$ cat src/rtl/hit_pkg.sv
// Shared FSM state encoding and counter sizing for the button input conditioner.
package hit_pkg;

    localparam logic [1:0] IDLE       = 2'd0;
    localparam logic [1:0] DB_PRESS   = 2'd1;
    localparam logic [1:0] HELD       = 2'd2;
    localparam logic [1:0] DB_RELEASE = 2'd3;

    // Bits needed to hold 0..max_val-1, never narrower than one bit.
    function automatic int cnt_width(input int max_val);
        if (max_val <= 2) begin
            return 1;
        end
        return $clog2(max_val);
    endfunction

endpackage

$ cat src/rtl/hit_debounce_if.sv
// Button-side bundle: raw line in, conditioned level/pulse/clean line out.
interface hit_debounce_if;
    logic hit_raw;
    logic hit_clean;
    logic hit_level;
    logic hit_pulse;

    modport master (output hit_raw, input hit_clean, input hit_level, input hit_pulse);
    modport slave  (input hit_raw, output hit_clean, output hit_level, output hit_pulse);
endinterface

$ cat src/rtl/hit_sync.sv
// Two-flop synchroniser for an asynchronous level, reset to a chosen idle value.
// Latency: 2 cycles from d to q.
// Backpressure: none; free-running sampler.
module hit_sync #(
    parameter logic RST_VAL = 1'b0
) (
    input  logic clk,
    input  logic reset,
    input  logic d,
    output logic q
);
    logic s1_q, s1_d;
    logic s2_q, s2_d;

    always_comb begin
        s1_d = d;
        s2_d = s1_q;
    end

    always_ff @(posedge clk) begin
        if (reset) begin
            s1_q <= RST_VAL;
            s2_q <= RST_VAL;
        end else begin
            s1_q <= s1_d;
            s2_q <= s2_d;
        end
    end

    assign q = s2_q;
endmodule

$ cat src/rtl/hit_debounce.sv
// Debounces a push-button into a clean level plus one pulse per press and per auto-repeat.
// Latency: DB_CYCLES+2 cycles from first stable sample to level/pulse change (press and release).
// Backpressure: none; pulses are fire-and-forget to the downstream counter.
module hit_debounce
    import hit_pkg::*;
#(
    parameter bit ACTIVE_LOW    = 1'b1,
    parameter int DB_CYCLES     = 16,
    parameter int REPEAT_DELAY  = 0,
    parameter int REPEAT_PERIOD = 8
) (
    input  logic          clk,
    input  logic          reset,
    hit_debounce_if.slave hit
);
    localparam int DB_W  = cnt_width(DB_CYCLES);
    localparam int RPT_W = cnt_width((REPEAT_DELAY > REPEAT_PERIOD) ? REPEAT_DELAY : REPEAT_PERIOD);
    localparam logic [DB_W-1:0]  DB_LAST   = DB_W'(DB_CYCLES - 1);
    localparam logic [RPT_W-1:0] RPT_FIRST = RPT_W'((REPEAT_DELAY > 0) ? REPEAT_DELAY - 1 : 0);
    localparam logic [RPT_W-1:0] RPT_NEXT  = RPT_W'(REPEAT_PERIOD - 1);

    logic raw_s;
    logic pressed;

    logic [1:0]       state_q, state_d;
    logic [DB_W-1:0]  db_cnt_q, db_cnt_d;
    logic [RPT_W-1:0] rpt_cnt_q, rpt_cnt_d;
    logic             rpt_phase_q, rpt_phase_d;
    logic             pulse_q, pulse_d;
    logic             level_q, level_d;

    hit_sync #(.RST_VAL(ACTIVE_LOW)) u_sync (
        .clk   (clk),
        .reset (reset),
        .d     (hit.hit_raw),
        .q     (raw_s)
    );

    assign pressed = raw_s ^ ACTIVE_LOW;

    always_comb begin
        state_d     = state_q;
        db_cnt_d    = db_cnt_q;
        rpt_cnt_d   = rpt_cnt_q;
        rpt_phase_d = rpt_phase_q;
        pulse_d     = 1'b0;
        level_d     = level_q;
        case (state_q)
            IDLE: begin
                if (pressed) begin
                    state_d  = DB_PRESS;
                    db_cnt_d = '0;
                end
            end
            DB_PRESS: begin
                if (!pressed) begin
                    state_d = IDLE;
                end else if (db_cnt_q == DB_LAST) begin
                    state_d     = HELD;
                    rpt_cnt_d   = '0;
                    rpt_phase_d = 1'b0;
                    pulse_d     = 1'b1;
                    level_d     = 1'b1;
                end else begin
                    db_cnt_d = db_cnt_q + 1'b1;
                end
            end
            HELD: begin
                if (!pressed) begin
                    state_d  = DB_RELEASE;
                    db_cnt_d = '0;
                end else if (REPEAT_DELAY != 0) begin
                    // First target is the initial delay, then the repeat period.
                    if (rpt_cnt_q == (rpt_phase_q ? RPT_NEXT : RPT_FIRST)) begin
                        pulse_d     = 1'b1;
                        rpt_cnt_d   = '0;
                        rpt_phase_d = 1'b1;
                    end else begin
                        rpt_cnt_d = rpt_cnt_q + 1'b1;
                    end
                end
            end
            DB_RELEASE: begin
                if (pressed) begin
                    state_d = HELD;
                end else if (db_cnt_q == DB_LAST) begin
                    state_d = IDLE;
                    level_d = 1'b0;
                end else begin
                    db_cnt_d = db_cnt_q + 1'b1;
                end
            end
            default: state_d = IDLE;
        endcase
    end

    always_ff @(posedge clk) begin
        if (reset) begin
            state_q     <= IDLE;
            db_cnt_q    <= '0;
            rpt_cnt_q   <= '0;
            rpt_phase_q <= 1'b0;
            pulse_q     <= 1'b0;
            level_q     <= 1'b0;
        end else begin
            state_q     <= state_d;
            db_cnt_q    <= db_cnt_d;
            rpt_cnt_q   <= rpt_cnt_d;
            rpt_phase_q <= rpt_phase_d;
            pulse_q     <= pulse_d;
            level_q     <= level_d;
        end
    end

    assign hit.hit_level = level_q;
    assign hit.hit_pulse = pulse_q;
    assign hit.hit_clean = level_q ^ ACTIVE_LOW;
endmodule

$ cat src/flat_wrapper.sv
// flat-port wrapper written by rule: the top's interface ports become plain ports
module hit_debounce_flat import hit_pkg::*;
#(
    parameter bit ACTIVE_LOW    = 1'b1,
    parameter int DB_CYCLES     = 16,
    parameter int REPEAT_DELAY  = 0,
    parameter int REPEAT_PERIOD = 8
)
  (clk, reset, hit_hit_raw, hit_hit_clean, hit_hit_level, hit_hit_pulse);
  hit_debounce_if hit_i ();
  input  logic clk;
  input  logic reset;
  input wire logic [$bits(hit_i.hit_raw)-1:0] hit_hit_raw;
  output wire logic [$bits(hit_i.hit_clean)-1:0] hit_hit_clean;
  output wire logic [$bits(hit_i.hit_level)-1:0] hit_hit_level;
  output wire logic [$bits(hit_i.hit_pulse)-1:0] hit_hit_pulse;
  assign hit_i.hit_raw = hit_hit_raw;
  assign hit_hit_clean = hit_i.hit_clean;
  assign hit_hit_level = hit_i.hit_level;
  assign hit_hit_pulse = hit_i.hit_pulse;
  hit_debounce #(.ACTIVE_LOW(ACTIVE_LOW), .DB_CYCLES(DB_CYCLES), .REPEAT_DELAY(REPEAT_DELAY), .REPEAT_PERIOD(REPEAT_PERIOD)) u_core (.clk(clk), .reset(reset), .hit(hit_i));
endmodule
$ cat config.mk
export PLATFORM = sky130hd
export DESIGN_NAME = hit_debounce_flat
export DESIGN_NICKNAME = d
export VERILOG_FILES = /design/src/rtl/hit_pkg.sv /design/src/rtl/hit_debounce_if.sv /design/src/rtl/hit_sync.sv /design/src/rtl/hit_debounce.sv /design/src/flat_wrapper.sv
export SDC_FILE = /design/constraint.sdc
export NUM_CORES = 1
export LEC_CHECK = 0
export ABC_AREA = 0
export BUFFER_PORTS_ARGS = -buffer_cell sky130_fd_sc_hd__buf_2
export CAP_MARGIN = 15
export CORE_AREA = 2 2 39 41
export DETAILED_ROUTE_END_ITERATION = 10
export DIE_AREA = 0 0 41 43
export HOLD_SLACK_MARGIN = 0.1
export SETUP_SLACK_MARGIN = 0.1
export SLEW_MARGIN = 0
export SYNTH_ARGS = -nofsm -noshare
export SYNTH_HDL_FRONTEND = slang
export SYNTH_SLANG_ARGS = --single-unit
export TNS_END_PERCENT = 50
$ cat constraint.sdc
create_clock -name clk -period 3.8 [get_ports clk]
set_input_delay 0.57 -clock clk [delete_from_list [all_inputs] [get_ports clk]]
set_output_delay 0.57 -clock clk [all_outputs]
set_load 0.03 [all_outputs]
-- Word level (Yosys, flattened, before mapping)
Cells that the tools add are included.
- flip-flop bits (word level): 10
- bits of input ports: 3
- logic and storage cells: 46
- $add $sub $neg: 1
- equal/unequal tests: 12
- muxes and demuxes: 19
- bitwise gates (word level): 2
- reduce and logical (&&, ||, !) cells: 6
- operator list (kind ; number):
    $mux W4 ; 5
    $pmux W4 S4 ; 1
    $mux W2 ; 6
    $ne A2 B2 Y1 const B ; 4
    $pmux W2 S4 ; 1
    $reduce_and A4 Y1 ; 2
    $ne A3 B2 Y1 const B ; 2
    $mux W1 ; 5
    $reduce_and A5 Y1 ; 1
    $add A4 B1 Y4 const B ; 1
    $eq A2 B2 Y1 const B ; 2
    $eq A4 B4 Y1 const B ; 1
    $ne A2 B1 Y1 const B ; 2
    $reduce_or A3 Y1 ; 1
    $eq A2 B1 Y1 const B ; 1
    $logic_not A2 Y1 ; 1
    $not A1 Y1 ; 2
    $pmux W1 S2 ; 1
    $reduce_bool A2 Y1 ; 1

-- Depth between registers and ports, before layout
Gate-level depths: netlist (run 1).
- word-level depth: 4
- gate-level depth with buffers: 4
- mapped depth without buffers: 4

-- Hierarchy
Synthesis (run 1) repeated with hierarchy kept, for this count alone.
- cell total of the unflattened synthesis: 43
- area total of the unflattened synthesis: 419.2 µm²
- by module, submodules not included (module ; times used ; cells an instance ; area each (µm²) ; seq. area each (µm²)):
    hit_debounce ; 1 ; 39 ; 366.6 ; 160.2
    hit_sync ; 1 ; 4 ; 52.6 ; 40.0

-- Worst setup path after synthesis (run 1)
Ideal clock, no wire load.
- path kind: reg-to-output
- start: reg u_core.level_q (netlist: u_core.hit.hit_level)
- end: out hit_hit_clean
- data arrival time: 0.728 ns
- required time: 3.230 ns
- path slack: 2.502 ns
- cell stages (with the launch flop): 2
- path buffers: 0
- cell sequence: dfxtp_1 -> inv_1
- longest elaborated chain between the ends: 1
- ends and longest elaborated chain (what ; line ; source):
    from (decl) ; hit_debounce.sv:30 ; logic level_q, level_d;
    from (signal assigned) ; hit_debounce.sv:111 ; level_q <= level_d;
    $not A1 Y1 (no source line) ; -- ;
    to (decl) ; flat_wrapper.sv:14 ; output wire logic [$bits(hit_i.hit_clean)-1:0] hit_hit_clean;
Every way passes these cells.

-- Final worst setup path (run 1)
- start: reg u_core.db_cnt_q[0]
- end: reg u_core.db_cnt_q[1]
- longest elaborated chain between the ends: 4
- ends and longest elaborated chain (what ; line ; source):
    from (decl) ; hit_debounce.sv:26 ; logic [DB_W-1:0] db_cnt_q, db_cnt_d;
    from (signal assigned) ; hit_debounce.sv:107 ; db_cnt_q <= db_cnt_d;
    $add A4 B1 Y4 or $eq A4 B4 Y1 (tied branches) ; -- ;
    $mux W4 (*) ; hit_debounce.sv:58, hit_debounce.sv:86 ;
    $mux W4 (on tied branches) ; hit_debounce.sv:84, hit_debounce.sv:56 ;
    $pmux W4 S4 (*) ; hit_debounce.sv:48 ; case (state_q)
Every way passes the cells marked *; elsewhere a longest branch is shown, timed or not. The select of a mux whose other input is x is not followed.
A chain may end at the register's enable or synchronous reset.

==> PnR_summary.wiki, run 1 <==
{| class="wikitable"
! Metric !! Value
|-
| Share of the yosys chip area belonging to registers || 47.5%
|-
| Hold-fix buffers at CTS || 0
|-
| Number of distinct library cell variants in the gate-level netlist after synthesis || 24
|-
| Area added between synthesis and finish || 14.8%
|-
| Y dimension of the die || between 40 and 50 um
|-
| Final slew viol count || 0
|-
| Portion of netlist area occupied by mux cells || 0%
|-
| DRT Pass-1 Iters || 4
|-
| Relative slew slack || between 70 and 80%
|-
| Post-DP HPWL || 478 um
|-
| Leakage power || approximately 0.2 nW
|-
| Cell at the root of the clock tree || clkbuf_4
|-
| Total setup violations reported at the end of the flow || 0
|-
| Synth Instances || 41
|-
| I/O pin cnt || 6
|-
| Row cnt || 14
|-
| XOR/XNOR Fraction of Synth Area || ~3.9%
|-
| Initial cell density of the core || between 30% and 40%
|-
| Post-layout nets || between 50 and 60
|-
| Crit path kind || reg -> reg
|-
| Number of violations of the max-capacitance limit || 0
|-
| Main combinational cell family by area after synthesis || simple AND/OR/NAND/NOR gates
|-
| R2r startpoint || u_core.db_cnt_q[0]
|-
| Share of the core filled with cells || 35.0%
|-
| Number of global-route vias before repair || around 300
|-
| Synth Area in Compound Gates || 19.3%
|-
| H-tree lvl count || 1
|-
| Hold slack || between 0.4 and 0.5 ns
|-
| Startpoint of the lowest-slack hold path || u_core.u_sync.s1_q
|-
| Required time at the worst-slack endpoint || 3.96 ns
|-
| Diodes inserted || 0
|-
| Filler instances || about 150
|-
| Count of synthesis-stage warnings from yosys || 0
|-
| Transition time at the pin with the least slew margin || ~0.34 ns
|-
| Resize count post-CTS || 0
|-
| Clock edge transition at the registers on the reported setup and hold paths || around 0.070 ns
|-
| Overflow left after global routing || 0
|-
| Kind of end point of the critical path || flip-flop
|-
| Mean number of vias per cell || approximately 5.2
|-
| Number of nets produced by synthesis || between 40 and 50
|-
| Leading cell types by total area after synthesis || dfxtp_1 (47%), xnor2_2 (3.9%), a21oi_1 (3.6%)
|-
| Post-synthesis share of cell area spent on and, or, nand and nor gates || between 20% and 30%
|-
| Time the final worst path needs with I/O delays and setup || between 1 and 1.5 ns
|-
| Post-CTS Setup Repair Bufs || 0
|-
| Worst setup startpoint || u_core.db_cnt_q[0]
|-
| Detailed router's first-iteration violation count || 10
|-
| Leading cell types in the layout, fill and taps excluded || dfxtp_1 (10), buf_2 (5), nand2_1 (4)
|-
| Largest buffer count on any clock path || 2
|-
| Status || finished clean
|-
| Fraction of the mapped netlist area in adder cells || 2.97%
|-
| ANT nets after route || 0
|-
| Highest clock rate || about 700 MHz
|-
| Clock tree sinks || 10
|-
| Register bit total from synthesis || 10
|-
| Tot GR Track Use || a little over a tenth
|-
| Clock tree from TritonCTS || built
|-
| Setup repair after global routing missed its margin || false
|-
| Syn avg cell area || between 10 and 15 um2
|-
| Antenna violations before repair || 0
|-
| Vias after detailed routing || 331
|-
| Count of unresolved DRC violations after routing || 0
|-
| Core region area || 1380 um2
|-
| Port-buffer cells || 5
|-
| Global-route wire length before repair || 1.26 mm
|-
| Peak fanout along the critical path || 8
|-
| Power Dens Cells || 420 nW/um2
|-
| Crit path launch type || flip-flop
|-
| Cell taking the most area after synthesis || dfxtp_1
|-
| Leading cell type in the layout, fill and taps excluded || dfxtp_1
|-
| Insertion delay of the later-clocked pin in the worst-skew pair || roughly 0.26 ns
|-
| CTS Buf Count || 3
|-
| HP Class || reg -> reg
|-
| Final estimated routing congestion in global placement || 0.742
|-
| Fin Setup TNS || 0 ns
|-
| Overall die area || between 1500 and 2000 um2
|-
| Share of final-layout standard cells stronger than drive strength 1 || a little under a third
|-
| Arrival time at the worst endpoint || about 1.6 ns
|-
| Final clock skew || 0.00377 ns
|-
| Total detailed-routing wirelength || slightly above 700 um
|-
| Share of the synthesized area in the top cell type || between 40% and 50%
|-
| Chip Width || ~41 um
|-
| Max VDD drop || 0.176 mV
|-
| Pin count of the biggest net entering global routing || 11
|-
| Netlist area before placement || about 420 um2
|-
| Final Cycle Share || between 30% and 40%
|-
| Detailed-route wire length per cell || ~11 um
|-
| Number of hold violations in the final report || 0
|}
worst max-delay path, stage by stage (launching register included):
cell and delay, ns:
dfxtp_1 0.40, ha_1 0.23, nand4_2 0.23, and2_4 0.25, a41o_1 0.23
registers in the layout, summed over array words and instances, names as in the netlist, named ones only:
name                  flops
u_core.u_sync.q           1
u_core.u_sync.s1_q        1
u_core.hit.hit_level      1
u_core.hit.hit_pulse      1
u_core.db_cnt_q           4
u_core.state_q            1
final timing paths:
kind,slack (ns),end,cells past startpoint
setup reg to reg,2.37,u_core.db_cnt_q[1],4
hold / removal,0.41,u_core.u_sync.q,1
hold reg to reg,0.41,u_core.u_sync.q,1
setup / recovery,2.37,u_core.db_cnt_q[1],4
area by class of cell:
cell class	instances	area (um2)	share of cell area (%)
multi-input cells	28	209	43.2
flip-flops and latches	10	200	41.3
repair buffers	5	25.0	5.17
clock buffers	3	22.5	4.65
well taps	16	20.0	4.13
inverters	2	7.51	1.55
where the power goes:
group          internal (mW)  switching, mW  total, mW  leakage (nW)
logic                0.00733         0.0142     0.0215         0.104
registers              0.108        0.00264      0.111        0.0813
clock network         0.0365         0.0347     0.0712        0.0138
metrics by stage:
stage	instances	power [mW]	cell area [um2]	worst slack, ns
6_report	64	0.203	484	2.37
5_1_grt	64	0.212	484	2.26
4_1_cts	64	0.205	484	2.38
3_5_place_dp	61	0.135	462	2.39
3_3_place_gp	61	0.134	462	2.38
2_1_floorplan	41	0.129	422	2.50
cells in the mapped netlist:
master    number
dfxtp_1       10
nand2_1        4
a21oi_1        3
a211oi_1       2
inv_1          2
or2_2          2
a211oi_2       1
a311o_1        1
a41o_1         1
a41oi_1        1
and2_4         1
and3_1         1
buf_2          1
ha_1           1
nand2b_1       1
nand3_1        1
nand4_1        1
nand4_2        1
nor3b_1        1
nor4_2         1
o21ai_0        1
o21ai_1        1
or2_0          1
xnor2_2        1
cell families after synthesis:
group	after synthesis
buffers and inverters	3
AND/OR/NAND/NOR	15
XOR/XNOR	1
flip-flops	10
adder cells (fa/ha/maj)	1
AO/OA/AOI/OAI	11
routing by layer:
layer  global-route usage (%)  wire, um
met5                        0         0
met4                     8.00        10
met3                     1.57        43
met2                     13.8       308
met1                     14.6       359
No activity file was read; power rests on OpenSTA's default activity.
==> inputs of run 2 (changes only) <==
--- a/config.mk
+++ b/config.mk
@@ -5,7 +5,7 @@
 export SDC_FILE = /design/constraint.sdc
 export NUM_CORES = 1
 export LEC_CHECK = 0
-export ABC_AREA = 0
+export ABC_AREA = 1
 export BUFFER_PORTS_ARGS = -buffer_cell sky130_fd_sc_hd__buf_2
 export CAP_MARGIN = 15
 export CORE_AREA = 2 2 39 41
==> constraint.sdc (replaced) <==
create_clock -name clk -period 1.4 [get_ports clk]
set_input_delay 0.21 -clock clk [delete_from_list [all_inputs] [get_ports clk]]
set_output_delay 0.21 -clock clk [all_outputs]
set_load 0.03 [all_outputs]
==> PnR_summary.wiki, run 2 <==
{| class="wikitable"
! Metric !! Value
|-
| Status || finished clean (unchanged)
|-
| Total setup violations reported at the end of the flow || 0 (unchanged)
|-
| I/O pin cnt || 6 (unchanged)
|-
| Syn avg cell area || 7.41 um2 (was 10.3 um2)
|-
| Leading cell types in the layout, fill and taps excluded || nand2_1 (14), dfxtp_1 (10), inv_1 (9) (was dfxtp_1 (10), buf_2 (5), nand2_1 (4))
|-
| Register bit total from synthesis || 10 (unchanged)
|-
| Count of unresolved DRC violations after routing || 0 (unchanged)
|-
| Kind of end point of the critical path || flip-flop (unchanged)
|-
| Mean number of vias per cell || 4.49 (was 5.17)
|-
| Core region area || 1380 um2 (unchanged)
|-
| Final estimated routing congestion in global placement || 0.715 (was 0.742)
|-
| Cell at the root of the clock tree || clkbuf_4 (unchanged)
|-
| HP Class || in -> reg (was reg -> reg)
|-
| Hold-fix buffers at CTS || 0 (unchanged)
|-
| Final slew viol count || 0 (unchanged)
|-
| Top cells by instance count after synthesis || nand2_1 (14), dfxtp_1 (10), inv_1 (9) (was dfxtp_1 (10), nand2_1 (4), a21oi_1 (3))
|-
| H-tree lvl count || 1 (unchanged)
|-
| Post-layout nets || 80 (was 54)
|-
| Slack of the worst reg-to-reg path || 0.21 ns (was 2.37 ns)
|-
| Antenna violations before repair || 0 (unchanged)
|-
| Post-DP HPWL || 620 um (was 478 um)
|-
| Primary flip-flop cell chosen by synthesis mapping || dfxtp_1 (unchanged)
|-
| Share of the synthesized area in the top cell type || 40.9% (was 47.5%)
|-
| Detailed-route wire length per cell || 9.23 um (was 11.3 um)
|-
| Initial cell density of the core || 35.4% (was 30.5%)
|-
| Tot GR Track Use || 12.6% (was 10.5%)
|-
| Number of global-route vias before repair || 360 (was 304)
|-
| Crit path launch type || flip-flop (unchanged)
|-
| CTS Buf Count || 3 (unchanged)
|-
| Leakage power || 0.275 nW (was 0.199 nW)
|-
| Peak fanout along the critical path || 5 (was 8)
|-
| Chip Width || 41 um (unchanged)
|-
| Port-buffer cells || 5 (unchanged)
|-
| Required time at the worst-slack endpoint || 1.57 ns (was 3.96 ns)
|-
| Global-route wire length before repair || 1.39 mm (was 1.26 mm)
|-
| Total detailed-routing wirelength || 840 um (was 722 um)
|-
| Transition time at the pin with the least slew margin || 0.233 ns (was 0.337 ns)
|-
| Power Dens Cells || 1040 nW/um2 (was 420 nW/um2)
|-
| Cell taking the most area after synthesis || dfxtp_1 (unchanged)
|-
| Synth Instances || 66 (was 41)
|-
| Row cnt || 14 (unchanged)
|-
| Leading cell types by total area after synthesis || dfxtp_1 (41%), nand2_1 (11%), inv_1 (6.9%) (was dfxtp_1 (47%), xnor2_2 (3.9%), a21oi_1 (3.6%))
|-
| Share of synthesized flip-flops with an asynchronous set or reset || 0% (unchanged)
|-
| Insertion delay of the later-clocked pin in the worst-skew pair || 0.27 ns (was 0.26 ns)
|-
| Crit path kind || reg -> reg (unchanged)
|-
| Clock tree from TritonCTS || built (unchanged)
|-
| Area added between synthesis and finish || 16.6% (was 14.8%)
|-
| Setup repair after global routing missed its margin || false (unchanged)
|-
| Overflow left after global routing || 0 (unchanged)
|-
| Netlist area before placement || 489 um2 (was 422 um2)
|-
| ANT nets after route || 0 (unchanged)
|-
| Number of distinct library cell variants in the gate-level netlist after synthesis || 18 (was 24)
|-
| Leading cell type in the layout, fill and taps excluded || nand2_1 (was dfxtp_1)
|-
| Diodes inserted || 0 (unchanged)
|-
| Pin count of the biggest net entering global routing || 9 (was 11)
|-
| Number of synthesized flops with an enable pin || 0 (unchanged)
|-
| Relative slew slack || 84.4% (was 77.4%)
|-
| Resize count post-CTS || 0 (unchanged)
|-
| Flip-flop count of the largest register, all copies and words added || 4 (unchanged)
|-
| Number of nets produced by synthesis || 70 (was 45)
|-
| Largest buffer count on any clock path || 2 (unchanged)
|-
| Hold slack || 0.116 ns (was 0.413 ns)
|-
| DRT Pass-1 Iters || 4 (unchanged)
|-
| Max VDD drop || 0.350 mV (was 0.176 mV)
|-
| Share of final-layout standard cells stronger than drive strength 1 || 30.7% (was 31.3%)
|-
| Register ranked first by flip-flop count || u_core.db_cnt_q (unchanged)
|-
| Vias after detailed routing || 409 (was 331)
|-
| Number of hold violations in the final report || 0 (unchanged)
|-
| Detailed router's first-iteration violation count || 6 (was 10)
|-
| Final Cycle Share || 84.6% (was 37.6%)
|-
| Overall die area || 1760 um2 (unchanged)
|-
| Share of the yosys chip area belonging to registers || 40.9% (was 47.5%)
|-
| Fin Setup TNS || 0 ns (unchanged)
|-
| Number of violations of the max-capacitance limit || 0 (unchanged)
|-
| Highest clock rate || 844 MHz (was 699 MHz)
|-
| Post-CTS Setup Repair Bufs || 0 (unchanged)
|-
| Final clock skew || 0.00150 ns (was 0.00377 ns)
|-
| Arrival time at the worst endpoint || 1.35 ns (was 1.59 ns)
|-
| Top-count cell post-synth || nand2_1 (was dfxtp_1)
|-
| Count of synthesis-stage warnings from yosys || 0 (unchanged)
|-
| Clock tree sinks || 10 (unchanged)
|-
| Clock edge transition at the registers on the reported setup and hold paths || 0.07 ns (about the same)
|-
| Y dimension of the die || 43 um (unchanged)
|-
| Time the final worst path needs with I/O delays and setup || 1.19 ns (was 1.43 ns)
|}
-- run 2: cell types whose count changed in the layout (fill, tap and decap cells not counted), sizes merged, moves of 3 or more --
cell,before,now
a211oi,3,0
nor2,0,8
nand2,4,19
nand3,1,7
inv,2,12
-- run 2: final timing paths --
kind,start,endpoint,cells after the start
max,u_core.db_cnt_q[0],u_core.db_cnt_q[1],8
max reg2reg,u_core.db_cnt_q[0],u_core.db_cnt_q[1],8
min reg2reg,u_core.u_sync.s1_q,u_core.u_sync.q,1
min,hit_hit_raw,u_core.u_sync.s1_q,2
-- run 2: area by class of cell --
cell class	count	area, um2
fill	148	813
multi-input combinational	43	240
sequential	10	200
inverter	13	48.8
clock buffer	4	36.3
timing repair buffer	5	25.0
tap	16	20.0
-- run 2: power breakdown --
group          switching [mW]  internal (mW)
sequential            0.00612          0.291
clock                   0.111          0.158
combinational          0.0167         0.0111
total                   0.134          0.460
-- run 2: critical path, cell delays in order (launching register included) --
cell     delay [ns]
dfxtp_1        0.39
ha_1           0.23
nand2_2        0.10
inv_2          0.09
nand2_4        0.06
nand2_4        0.08
nand2_1        0.05
nand2_1        0.05
nor2_1         0.03
-- run 2: per-layer routing --
| layer | share of wire (%) | vias up | track usage, % |
|---|---|---|---|
| met5 | 0 | - | 0 |
| met4 | 5.0 | 0 | 14.0 |
| li1 | - | 222 | - |
| met2 | 42 | 7 | 17.5 |
| met1 | 50 | 175 | 12.6 |
| met3 | 3.2 | 5 | 4.71 |
-- run 2: cells by family (layout without fill, tap and decap cells) --
logic type,count (synthesis),after routing,synth area share (%)
AND/OR/NAND/NOR,37,37,39.9
adder cells (fa/ha/maj),1,1,2.56
AO/OA/AOI/OAI,5,5,6.65
flip-flops,10,10,40.9
buffers and inverters,13,22,9.97
-- run 2: stage by stage --
step                area, um2  utilization (%)  total power, mW  instances  setup WS [ns]
finish                    571             41.2            0.594         91          0.215
global route              571             41.2            0.611         91          0.122
CTS                       571             41.2            0.600         91          0.215
detailed placement        534             38.6            0.332         87          0.226
global placement          534             38.6            0.332         87          0.256
floorplan                 489                -            0.322         66          0.327
==> inputs of run 3 (changes only) <==
==> constraint.sdc (replaced) <==
create_clock -name clk -period 1 [get_ports clk]
set_input_delay 0.15 -clock clk [delete_from_list [all_inputs] [get_ports clk]]
set_output_delay 0.15 -clock clk [all_outputs]
set_load 0.03 [all_outputs]
==> PnR_summary.wiki, run 3 (synthesized netlist as in run 2, its figures left out) <==
{| class="wikitable"
! Metric !! Value
|-
| Status || finished with violations (was finished clean)
|-
| Violations in the final reports || negative setup slack
|-
| Vias after detailed routing || 428 (was 409)
|-
| Transition time at the pin with the least slew margin || 0.224 ns (was 0.233 ns)
|-
| Leading cell type in the layout, fill and taps excluded || nand2_1 (unchanged)
|-
| Detailed router's first-iteration violation count || 10 (was 6)
|-
| Chip Width || 41 um (unchanged)
|-
| Largest buffer count on any clock path || 2 (unchanged)
|-
| Clock tree sinks || 10 (unchanged)
|-
| Total detailed-routing wirelength || 913 um (was 840 um)
|-
| Arrival time at the worst endpoint || 1.24 ns (was 1.35 ns)
|-
| Relative slew slack || 85.0% (was 84.4%)
|-
| Total setup violations reported at the end of the flow || 4 (was 0)
|-
| Port-buffer cells || 5 (unchanged)
|-
| Fin Setup TNS || -0.0822 ns (was 0 ns)
|-
| Final slew viol count || 0 (unchanged)
|-
| Kind of end point of the critical path || flip-flop (unchanged)
|-
| Flip-flop count of the largest register, all copies and words added || 4 (unchanged)
|-
| CTS Buf Count || 3 (unchanged)
|-
| Overall die area || 1760 um2 (unchanged)
|-
| Register ranked first by flip-flop count || u_core.db_cnt_q (unchanged)
|-
| Largest incremental delay on the critical path || 0.34 ns (was 0.39 ns)
|-
| Highest clock rate || 973 MHz (was 844 MHz)
|-
| Post-layout total power || 0.839 mW (was 0.594 mW)
|-
| Post-layout nets || 86 (was 80)
|-
| Final clock skew || 0.000382 ns (was 0.00150 ns)
|-
| Cell at the root of the clock tree || clkbuf_4 (unchanged)
|-
| Setup repair after global routing missed its margin || true (was false)
|-
| Detailed-route wire length per cell || 9.41 um (was 9.23 um)
|-
| Number of global-route vias before repair || 372 (was 360)
|-
| Area added between synthesis and finish || 35.8% (was 16.6%)
|-
| Clock tree from TritonCTS || built (unchanged)
|-
| Share of the core filled with cells || 48.0% (was 41.2%)
|-
| Global-route wire length before repair || 1.49 mm (was 1.39 mm)
|-
| Critical Path, Cell by Cell || ha_4 > nand2_4 > inv_4 > nand2_4 > nand2_4 > buf_4 > nor2_1 (was ha_1 > nand2_2 > inv_2 > nand2_4 > nand2_4 > nand2_1 > nand2_1 > nor2_1)
|-
| Crit path launch type || flip-flop (unchanged)
|-
| Tot GR Track Use || 12.9% (was 12.6%)
|-
| Count of unresolved DRC violations after routing || 0 (unchanged)
|-
| Crit path kind || reg -> reg (unchanged)
|-
| Clock edge transition at the registers on the reported setup and hold paths || 0.07 ns (about the same)
|-
| Max VDD drop || 0.459 mV (was 0.350 mV)
|-
| Leakage power || 0.320 nW (was 0.275 nW)
|-
| Antenna violations before repair || 0 (unchanged)
|-
| Diodes inserted || 0 (unchanged)
|-
| Pin count of the biggest net entering global routing || 9 (unchanged)
|-
| Final Cycle Share || 103% (was 84.6%)
|-
| Row cnt || 14 (unchanged)
|-
| Number of violations of the max-capacitance limit || 0 (unchanged)
|-
| Peak fanout along the critical path || 4 (was 5)
|-
| Finished layout cell area || 664 um2 (was 571 um2)
|-
| Y dimension of the die || 43 um (unchanged)
|-
| Post-DP HPWL || 651 um (was 620 um)
|-
| Number of hold violations in the final report || 0 (unchanged)
|-
| Slowest stage cell on the critical path || dfxtp_2 (was dfxtp_1)
|-
| Insertion delay of the later-clocked pin in the worst-skew pair || 0.26 ns (was 0.27 ns)
|-
| Initial cell density of the core || 35.4% (unchanged)
|-
| Time the final worst path needs with I/O delays and setup || 1.03 ns (was 1.19 ns)
|-
| Core region area || 1380 um2 (unchanged)
|-
| DRT Pass-1 Iters || 4 (unchanged)
|-
| Overflow left after global routing || 0 (unchanged)
|-
| Power Dens Cells || 1260 nW/um2 (was 1040 nW/um2)
|-
| Final estimated routing congestion in global placement || 0.683 (was 0.715)
|-
| Share of final-layout standard cells stronger than drive strength 1 || 43.2% (was 30.7%)
|-
| I/O pin cnt || 6 (unchanged)
|-
| Required time at the worst-slack endpoint || 1.21 ns (was 1.57 ns)
|-
| Mean number of vias per cell || 4.41 (was 4.49)
|-
| Cell type with the highest occurrence count on the critical path || nand2_4
|-
| HP Class || in -> reg (unchanged)
|-
| Leading cell types in the layout, fill and taps excluded || nand2_1 (13), inv_1 (8), nor2_1 (7) (was nand2_1 (14), dfxtp_1 (10), inv_1 (9))
|-
| Hold slack || 0.107 ns (was 0.116 ns)
|-
| ANT nets after route || 0 (unchanged)
|-
| H-tree lvl count || 1 (unchanged)
|-
| Final Worst Setup Slack || -0.0280 ns (was 0.215 ns)
|-
| Area of placed instances || 587 um2 (was 534 um2)
|}
## run 3: changes by cell type in the layout (fill, tap and decap cells not counted), sizes merged
cell,delta
buf,+5
dlygate4sd3,+1
## run 3: per-layer routing
metal,track usage [%],vias to the layer above,share of wire (%)
li1,-,232,-
met1,16.0,192,46
met2,18.1,4,53
met3,1.57,0,0.88
met4,12.0,0,0
met5,0,-,0
## run 3: critical path, delay by kind of cell, from the launching register on
family / cells / cell delay (ns)
DFF: 1 / 0.34
adders and majority gates: 1 / 0.17
and+or+nand+nor: 4 / 0.29
buffers and inverters: 2 / 0.17
## run 3: layout make-up
cell class	instances	area, um2
fill	138	719
multi-input combinational	43	260
sequential	10	205
timing repair buffer	11	91.3
inverter	13	51.3
clock buffer	4	36.3
tap	16	20.0
## run 3: timing repair
action                                  CTS  global route
hold buffers                              1             0
endpoints found under the setup margin   11            11
pin swaps                                 2             5
resized for setup                         8             3
setup buffers                             0             1
hold endpoints to repair                  1             0
## run 3: report_power, final
| group | internal (mW) | switching (mW) | total (mW) |
|---|---|---|---|
| registers | 0.407 | 0.00644 | 0.414 |
| clock network | 0.221 | 0.146 | 0.367 |
| logic | 0.0276 | 0.0305 | 0.0581 |
| total | 0.656 | 0.183 | 0.839 |
## run 3: metrics by stage
| stage | cells | setup slack [ns] |
|---|---|---|
| floorplan | 66 | 0.0221 |
| global placement | 91 | -0.0159 |
| detailed placement | 91 | -0.0291 |
| CTS | 96 | -0.0353 |
| global route | 97 | -0.110 |
| finish | 97 | -0.0280 |
## run 3: worst paths after layout
path	to	slack [ns]	start	cells after the start
max reg2reg	u_core.state_q[0]	-0.03	u_core.db_cnt_q[0]	7
min reg2reg	u_core.u_sync.q	0.41	u_core.u_sync.s1_q	1
max	u_core.state_q[0]	-0.03	u_core.db_cnt_q[0]	7
min	u_core.hit.hit_level	0.11	reset	2
